--- config.mk ---
export PLATFORM = sky130hd
export DESIGN_NAME = snn_cfg_sequencer
export DESIGN_NICKNAME = d
export VERILOG_FILES = /design/src/rtl/snn_cfg_sequencer.sv
export SDC_FILE = /design/constraint.sdc
export NUM_CORES = 1
export LEC_CHECK = 0
export ABC_AREA = 1
export BUFFER_PORTS_ARGS = -buffer_cell sky130_fd_sc_hd__buf_2
export CORE_MARGIN = 3
export CORE_UTILIZATION = 52
export CTS_BUF_LIST = sky130_fd_sc_hd__clkbuf_2 sky130_fd_sc_hd__clkbuf_4 sky130_fd_sc_hd__clkbuf_8
export CTS_CLUSTER_DIAMETER = 40
export DETAILED_ROUTE_END_ITERATION = 10
export PLACE_DENSITY = 0.81
export SYNTH_ARGS = -nofsm -noshare
export SYNTH_HDL_FRONTEND = slang
export SYNTH_SLANG_ARGS = --single-unit
--- constraint.sdc ---
create_clock -name clk -period 4.6 [get_ports clk]
set_clock_uncertainty 0.1 [all_clocks]
set_input_delay 0.46 -clock clk [delete_from_list [all_inputs] [get_ports clk]]
set_output_delay 0.46 -clock clk [all_outputs]
set_load 0.02 [all_outputs]
--- src/rtl/snn_cfg_sequencer.sv ---
// rtl/snn_cfg_sequencer.sv - host command sequencer owning the snn_layer configuration port
//
// Ports:
//   clk, rst_n            clock, synchronous active-low reset
//   cmd_valid/cmd_ready   host command handshake
//   cmd_op                0=weight write, 1=delay write, 2=fill all, 3=reserved
//   cmd_addr              synapse index (neuron*NUM_INPUTS + input)
//   cmd_wdata, cmd_delay  weight / delay payload
//   spikes_in/spikes_out  raw and gated pre-synaptic spikes
//   cfg_*                 registered layer configuration write port
//   busy, done, cmd_err   status: active, completion pulse, rejection pulse
//   drop_count            saturating count of spikes discarded while gated
module snn_cfg_sequencer #(
    parameter int NUM_INPUTS    = 8,
    parameter int NUM_NEURONS   = 1,
    parameter int WW            = 16,
    parameter int SETTLE_CYCLES = 5,
    parameter int ADDR_W        = (NUM_INPUTS * NUM_NEURONS > 1) ? $clog2(NUM_INPUTS * NUM_NEURONS) : 1,
    parameter int DROP_W        = 16
) (
    input  logic                  clk,
    input  logic                  rst_n,
    input  logic                  cmd_valid,
    output logic                  cmd_ready,
    input  logic [1:0]            cmd_op,
    input  logic [ADDR_W-1:0]     cmd_addr,
    input  logic [WW-1:0]         cmd_wdata,
    input  logic [7:0]            cmd_delay,
    input  logic [NUM_INPUTS-1:0] spikes_in,
    output logic [NUM_INPUTS-1:0] spikes_out,
    output logic                  cfg_we,
    output logic                  cfg_sel_delay,
    output logic [ADDR_W-1:0]     cfg_addr,
    output logic [WW-1:0]         cfg_wdata,
    output logic [7:0]            cfg_delay,
    output logic                  busy,
    output logic                  done,
    output logic                  cmd_err,
    output logic [DROP_W-1:0]     drop_count
);

    localparam int N     = NUM_INPUTS * NUM_NEURONS;
    localparam int CNT_W = (SETTLE_CYCLES > 1) ? $clog2(SETTLE_CYCLES + 1) : 1;
    localparam logic [ADDR_W-1:0] LAST_ADDR = ADDR_W'(N - 1);
    localparam logic [ADDR_W:0]   N_EXT     = (ADDR_W + 1)'(N);

    typedef enum logic [2:0] {IDLE, WRITE, FILL_W, FILL_D, SETTLE} state_t;

    state_t           state;
    logic [CNT_W-1:0] settle_cnt;
    logic             gate_open;
    logic             addr_oob;
    logic [DROP_W:0]  pop;
    logic [DROP_W:0]  drop_sum;

    assign gate_open  = (state == IDLE);
    assign cmd_ready  = (state == IDLE) && rst_n;
    assign busy       = (state != IDLE);
    assign spikes_out = gate_open ? spikes_in : '0;
    assign addr_oob   = ({1'b0, cmd_addr} >= N_EXT);

    // One extra bit on the sum catches overflow for saturation.
    always_comb begin
        pop = '0;
        for (int i = 0; i < NUM_INPUTS; i++) begin
            pop = pop + (DROP_W + 1)'(spikes_in[i]);
        end
        drop_sum = {1'b0, drop_count} + pop;
    end

    // cfg_* are loaded with the values for the state being entered, so the
    // write strobe appears in the first cycle of WRITE/FILL_*.
    always_ff @(posedge clk) begin
        if (!rst_n) begin
            state         <= IDLE;
            settle_cnt    <= '0;
            cfg_we        <= 1'b0;
            cfg_sel_delay <= 1'b0;
            cfg_addr      <= '0;
            cfg_wdata     <= '0;
            cfg_delay     <= '0;
            done          <= 1'b0;
            cmd_err       <= 1'b0;
            drop_count    <= '0;
        end else begin
            done    <= 1'b0;
            cmd_err <= 1'b0;
            if (!gate_open) begin
                drop_count <= drop_sum[DROP_W] ? '1 : drop_sum[DROP_W-1:0];
            end
            case (state)
                IDLE: begin
                    if (cmd_valid) begin
                        if (cmd_op == 2'd3 || (cmd_op != 2'd2 && addr_oob)) begin
                            cmd_err <= 1'b1;
                        end else begin
                            cfg_we    <= 1'b1;
                            cfg_wdata <= cmd_wdata;
                            cfg_delay <= cmd_delay;
                            if (cmd_op == 2'd2) begin
                                state         <= FILL_W;
                                cfg_sel_delay <= 1'b0;
                                cfg_addr      <= '0;
                            end else begin
                                state         <= WRITE;
                                cfg_sel_delay <= cmd_op[0];
                                cfg_addr      <= cmd_addr;
                            end
                        end
                    end
                end
                WRITE: begin
                    cfg_we <= 1'b0;
                    if (SETTLE_CYCLES == 0) begin
                        state <= IDLE;
                        done  <= 1'b1;
                    end else begin
                        state      <= SETTLE;
                        settle_cnt <= CNT_W'(SETTLE_CYCLES);
                    end
                end
                FILL_W: begin
                    if (cfg_addr == LAST_ADDR) begin
                        state         <= FILL_D;
                        cfg_sel_delay <= 1'b1;
                        cfg_addr      <= '0;
                    end else begin
                        cfg_addr <= cfg_addr + 1'b1;
                    end
                end
                FILL_D: begin
                    if (cfg_addr == LAST_ADDR) begin
                        cfg_we <= 1'b0;
                        if (SETTLE_CYCLES == 0) begin
                            state <= IDLE;
                            done  <= 1'b1;
                        end else begin
                            state      <= SETTLE;
                            settle_cnt <= CNT_W'(SETTLE_CYCLES);
                        end
                    end else begin
                        cfg_addr <= cfg_addr + 1'b1;
                    end
                end
                SETTLE: begin
                    if (settle_cnt == CNT_W'(1)) begin
                        state <= IDLE;
                        done  <= 1'b1;
                    end else begin
                        settle_cnt <= settle_cnt - 1'b1;
                    end
                end
                default: state <= IDLE;
            endcase
        end
    end

endmodule
==> results.md, run 1 <==
- CP max FO: 4
- Comb power frac: 52.0%
- Slew HR: 54.2%
- Worst Reg-to-Reg Cells: 14
- Max Root-Sink Buffers: 2
- Final setup viols: 0
- Max-cap violations: 0
- Distinct cells, synth: 31
- Worst skew pair latency: 0.31 ns
- Top cells by area, synth: dfxtp_1 37%, nor2_1 12%, inv_1 8.2%
- CTS tree: yes
- Tot GR Track Use: 21.4%
- Post-route DRC: 0
- Final cell count without fillers: 572
- Data required time of the critical path: 4.72 ns
- Net Sw Frac: 47.4%
- Multi-input logic area: 1450 um^2
- Register bit count reported by yosys: 53
- Clock Sinks: 53
- Pwr Density: 559 nW/um^2
- DR WL/cell: 11.6 um
- Warnings, synthesis: 0
- CTS root buffer: clkbuf_8
- Total gr overflow: 0
- Post-cts hold buffer count: 0
- DRT iter0 DRCs: 114
- Syn Nets: 465
- Reg power frac: 33.8%
- CTS resizes: 0
- Syn Std Cell Area: 2840 um^2
- Die width: 79.9 um
- Synthesized area per cell: 6.92 um^2
- Fill count: 486
- Reg2reg start: drop_count[0]
- Area leader, netlist: dfxtp_1
- Kind of critical path: in -> reg
- Post-CTS setup buffers: 0
- Total CTS buffers: 5
- Fmax: 0.284 GHz
- Htree depth: 2
- Routed WL: 6640 um
- Post-Syn Instances: 410
- First-pass GRT wire length: 11100 um
- Startpoint types: input pin
- Register area: 1060 um^2
- Share of cells above drive strength 1: 24.3%
- Setup TNS: 0 ns
- Post-DRT Antenna Nets: 0
- Area share of the largest cell type after synthesis: 37.4%
- DR vias: 2795
- Crit path DAT: 3.64 ns
- Clock group share of total power: 14.2%
- Dpl cell area: 3340 um^2
- Hold Path Depth: 3
- Area Overhead vs Synth: 21.0%
- Crit end category: flop
- Total iterations of the first detailed-routing run: 4
- Gpl congestion: 0.817
- Initial Util: 54.5%
- Antenna violations before repair: 0
- Pins Over Slew Limit: 0
- P_sw: 0.000909 W
- Die height: 79.9 um
- Outcome: complete, no violations
- Vias in the first global route: 2568
- Int Pwr: 0.00101 W
- Worst Hold Class: in -> reg
- Std cell rows: 26
- Fin nets: 556
- Critical path startpoint: spikes_in[0]
- Core area: 5200 um^2
- # placed instances: 564
- Vias per cell: 4.89
- CP Capture Point: drop_count[3]
- Worst hold slack: 0.296 ns
- Port bufs: 96
- Clock transition at path regs: 0.10 ns
- Final HPWL from detailed placement: 4960 um
- Final design instance area without fill: 3430 um^2
- Leak Pwr: 1.86 nW
- R2R Setup Slk: 1.50 ns
- Antenna fix cells: 0
- Largest net degree at the start of global routing: 46
- Final hold viol count: 0
- Slew at the pin closest to its max-slew limit: 0.687 ns
- I/O pins: 97
- Tot Pwr: 0.00192 W
- Maximum VDD drop: 0.380 mV
- Die ar.: 6380 um^2
- Register area share after synthesis: 37.4%
- Reg2reg end: drop_count[3]
- RSZ-0062 raised after global routing: false
- Final Critical Period: 3.53 ns
- Tcrit/Tclk final: 76.6%
[cell usage in the layout, fill, tap and decap left out, types with 3 or more instances in the layout]
master    synthesis  routed
nor2_2            4       4
nor2_1           93      93
fa_1              5       5
o21ai_0          41      41
nand2_1          62      62
buf_2             4      96
clkbuf_8          0       5
dfxtp_1          53      53
inv_2             3       3
nand4_1           5       5
ha_1             10      10
nand3_1          24      24
xnor2_1           3       3
inv_1            62      62
a21oi_1          15      15
[power groups by stage]
stage               logic (W)  registers [W]  clock network (W)
global route          0.00113       0.000662           0.000300
detailed placement   0.000997       0.000659                  0
CTS                   0.00100       0.000648           0.000281
global placement     0.000976       0.000653                  0
finish               0.000997       0.000648           0.000273
floorplan            0.000645       0.000761                  0
[per-stage QoR]
step	worst slack [ns]	util (%)
after floorplan	1.07	-
after global routing	0.908	65.9
after global placement	0.823	64.1
after detailed placement	0.763	64.1
final	1.07	65.9
after CTS	1.07	65.9
[area by class of cell]
type	count	share of cell area (%)
clock inverters	3	0.729
multi-input cells	278	42.3
flip-flops and latches	53	30.9
clock buffers	5	2.01
inverters	67	7.48
well taps	70	2.55
repair buffers	96	14.0
[critical path, cell delays in order]
cell and delay, ns:
buf_2 0.12, fa_1 0.53, inv_1 0.05, fa_1 0.46
fa_1 0.51, fa_1 0.16, inv_1 0.07, fa_1 0.40
nand2_1 0.08, nor2_1 0.06, nor2_4 0.19, inv_1 0.06
a21oi_1 0.29, nand2_1 0.10, nand2_1 0.07, inv_1 0.03
[flip-flops by register name, indices dropped and copies added, names as in the netlist]
name,flops
cfg_wdata,16
drop_count,16
cfg_delay,8
cfg_addr,3
settle_cnt,3
state,3
cfg_sel_delay,1
cfg_we,1
cmd_err,1
done,1
[cells in the mapped netlist (all sizes together)]
cell type  instances
nor2             100
inv               66
nand2             65
dfxtp             53
o21ai             41
nand3             26
a21oi             15
ha                10
buf                6
clkbuf             6
fa                 5
nand4              5
nor3               4
xnor2              3
a31oi              2
clkinv             1
o211a              1
xor2               1
[metal layers]
layer	track usage [%]	vias up	wire length, um
met5	0	-	0
met4	4.90	0	53
met3	5.30	6	529
met2	37.1	95	3130
met1	26.7	1246	2930
li1	-	1448	-
[cells by family (layout without fill, tap and decap cells)]
group | after synthesis | after routing | share of synthesized area, %
simple gates | 200 | 200 | 31.3
buf+inv | 79 | 171 | 11.4
compound gates | 59 | 59 | 10.7
flops | 53 | 53 | 37.4
fa+ha+maj | 15 | 15 | 7.94
xor+xnor | 4 | 4 | 1.24
[worst min-delay path by stage]
stage                         end     startpoint  slack (ns)
global route         cfg_delay[0]   cmd_delay[0]        0.30
floorplan           settle_cnt[0]  settle_cnt[0]        0.35
global placement     cfg_wdata[6]   cfg_wdata[6]        0.36
CTS                  cfg_wdata[8]   cmd_wdata[8]        0.29
detailed placement  cfg_wdata[14]  cfg_wdata[14]        0.37
finish              cfg_wdata[11]  cmd_wdata[11]        0.30
Note: power is estimated with default switching activity, not from simulation.
==> inputs of run 2 (changes only) <==
--- a/config.mk
+++ b/config.mk
@@ -8,11 +8,11 @@
 export ABC_AREA = 1
 export BUFFER_PORTS_ARGS = -buffer_cell sky130_fd_sc_hd__buf_2
 export CORE_MARGIN = 3
-export CORE_UTILIZATION = 52
+export CORE_UTILIZATION = 47
 export CTS_BUF_LIST = sky130_fd_sc_hd__clkbuf_2 sky130_fd_sc_hd__clkbuf_4 sky130_fd_sc_hd__clkbuf_8
 export CTS_CLUSTER_DIAMETER = 40
 export DETAILED_ROUTE_END_ITERATION = 10
-export PLACE_DENSITY = 0.81
+export PLACE_DENSITY = 0.78
 export SYNTH_ARGS = -nofsm -noshare
 export SYNTH_HDL_FRONTEND = slang
 export SYNTH_SLANG_ARGS = --single-unit
==> constraint.sdc (replaced) <==
create_clock -name clk -period 2.85 [get_ports clk]
set_clock_uncertainty 0.1 [all_clocks]
set_input_delay 0.285 -clock clk [delete_from_list [all_inputs] [get_ports clk]]
set_output_delay 0.285 -clock clk [all_outputs]
set_load 0.02 [all_outputs]
==> run 2 against run 1 <==
Effect of this change: final area rose by 4.5%; critical path type unchanged; combinational power grew 75%; utilization fell by 2.8 points; cell count up 1.9%; clock-buffer cell count stayed put; the run now ends with negative setup slack left; total power rose by 68%; clock power increased by 62%; sequential share of layout area shrank 1.3 points; worst setup slack got worse by 1.4 ns; sequential cell count did not move; sequential power increased by 62%.
==> results.md, run 2 (same netlist as run 1, synthesis figures left out) <==
- Clock Sinks: 53
- Failing checks: negative setup slack
- Largest net degree at the start of global routing: 45
- Final HPWL from detailed placement: 5060 um
- Final cell count without fillers: 583
- Largest regs: cfg_wdata x16, drop_count x16, cfg_delay x8
- Slew HR: 72.9%
- Leak Pwr: 1.95 nW
- Total gr overflow: 0
- Worst skew pair latency: 0.31 ns
- CP max FO: 6
- Post-DRT Antenna Nets: 0
- DR vias: 2843
- Initial Util: 50.0%
- Commonest non-fill, non-tap cell in the layout: buf_2
- Worst Hold Class: in -> reg
- Cell Chain, Critical Path: buf_6 > fa_1 > inv_1 > fa_1 > fa_1 > fa_2 > inv_2 > fa_2 > nand2_2 > nor2_4 > nor2_4 > nor2_8 > nand2_1 > nor2_2 > nand2_1 > nor2_1 > nor2_1
- Antenna violations before repair: 0
- Max Root-Sink Buffers: 2
- # placed instances: 572
- Tot GR Track Use: 19.3%
- WP depth: 17
- Antenna fix cells: 0
- Gpl congestion: 0.851
- Routed WL: 6940 um
- RSZ-0062 raised after global routing: true
- Setup ws final: -0.362 ns
- Fin nets: 565
- Kind of critical path: in -> reg
- Hold Path Depth: 3
- Worst Reg-to-Reg Cells: 15
- Data required time of the critical path: 2.95 ns
- Pwr Density: 899 nW/um^2
- Final Critical Period: 3.21 ns
- Crit path DAT: 3.32 ns
- CTS root buffer: clkbuf_8
- DRT iter0 DRCs: 95
- Maximum VDD drop: 0.349 mV
- Peak per-stage delay on the critical path: 0.53 ns
- Htree depth: 2
- Std cell rows: 27
- I/O pins: 97
- Tcrit/Tclk final: 113%
- Vias in the first global route: 2647
- First-pass GRT wire length: 11600 um
- Die ar.: 7000 um^2
- CTS tree: yes
- Crit path max-delay family: adder cells
- Post-route DRC: 0
- Slew at the pin closest to its max-slew limit: 0.406 ns
- Total CTS buffers: 5
- Final core utilization: 63.2%
- Outcome: finished, violations left
- CP Buf/Inv Count: 3
- Fmax: 0.311 GHz
- Port bufs: 96
- DR WL/cell: 11.9 um
- Final setup viols: 16
- Max-cap violations: 0
- Crit path top cell by count: fa_1
- Die width: 83.7 um
- Share of cells above drive strength 1: 28.6%
- Crit end category: flop
- Startpoint types: input pin
- Die height: 83.7 um
- Max stage delay cell, worst path: fa_1
- Final hold viol count: 0
- Commonest non-fill, non-tap cells in the layout: 95 x buf_2, 91 x nor2_1, 61 x nand2_1
- Core area: 5680 um^2
- Clock transition at path regs: 0.10 ns
- Vias per cell: 4.88
- Total iterations of the first detailed-routing run: 4
- Pins Over Slew Limit: 0
- Area Overhead vs Synth: 26.4%
==> run 2: area by class of cell <==
cell class | count | area (um^2)
Sequential cell | 53 | 1060
Timing Repair Buffer | 105 | 567
Clock buffer | 5 | 68.8
Multi-Input combinational cell | 278 | 1520
Fill cell | 529 | 2090
Inverter | 67 | 256
Tap cell | 72 | 90.1
Clock inverter | 3 | 25.0
==> run 2: path summary, 6_finish.rpt <==
check / from / endpoint / slack [ns]
min reg2reg: cfg_delay[5] / cfg_delay[5] / 0.39
max: spikes_in[0] / drop_count[12] / -0.36
max reg2reg: drop_count[0] / drop_count[12] / -0.13
min: cmd_wdata[14] / cfg_wdata[14] / 0.13
==> run 2: power breakdown <==
group / internal [W] / total, W / switching (W)
Sequential: 0.000924 / 0.00105 / 0.000121
Combinational: 0.000596 / 0.00174 / 0.00114
Clock: 0.000178 / 0.000442 / 0.000264
Total: 0.00170 / 0.00322 / 0.00153
==> run 2: per-stage QoR <==
step / area [um^2] / hold slack, ns / TNS (ns) / setup slack (ns) / total power, W
3_5_place_dp: 3410 / 0.373 / -10.71 / -0.723 / 0.00273
6_report: 3580 / 0.126 / -4.65 / -0.362 / 0.00322
2_1_floorplan: 2850 / 0.347 / -5.94 / -0.445 / 0.00229
5_1_grt: 3580 / 0.125 / -6.78 / -0.530 / 0.00349
3_3_place_gp: 3410 / 0.359 / -9.14 / -0.612 / 0.00268
4_1_cts: 3550 / 0.121 / -4.23 / -0.325 / 0.00321
==> run 2: repair_timing <==
action	4_1_cts	5_1_grt
gates resized for setup	9	5
buffers inserted	1	2
hold buffers	0	0
setup endpoints to repair	16	16
pin swaps	9	8
==> run 2: per-layer routing <==
layer / vias to the layer above / GRT usage, % / wire length (um)
li1: 1473 / - / -
met1: 1292 / 23.9 / 3200
met2: 73 / 34.6 / 3320
met3: 5 / 3.36 / 368
met4: 0 / 4.82 / 47
met5: - / 0 / 0
==> run 2: worst reg2reg max path, cell delays in order (launching register included) <==
cell and delay, ns:
dfxtp_1 0.34, inv_1 0.06, fa_1 0.53, fa_1 0.44
fa_2 0.35, inv_2 0.07, fa_2 0.21, nand2_2 0.07
nor2_4 0.10, nor2_4 0.07, nor2_8 0.13, nand2_1 0.09
nor2_2 0.12, nand2_1 0.06, nor2_1 0.09, nor2_1 0.05
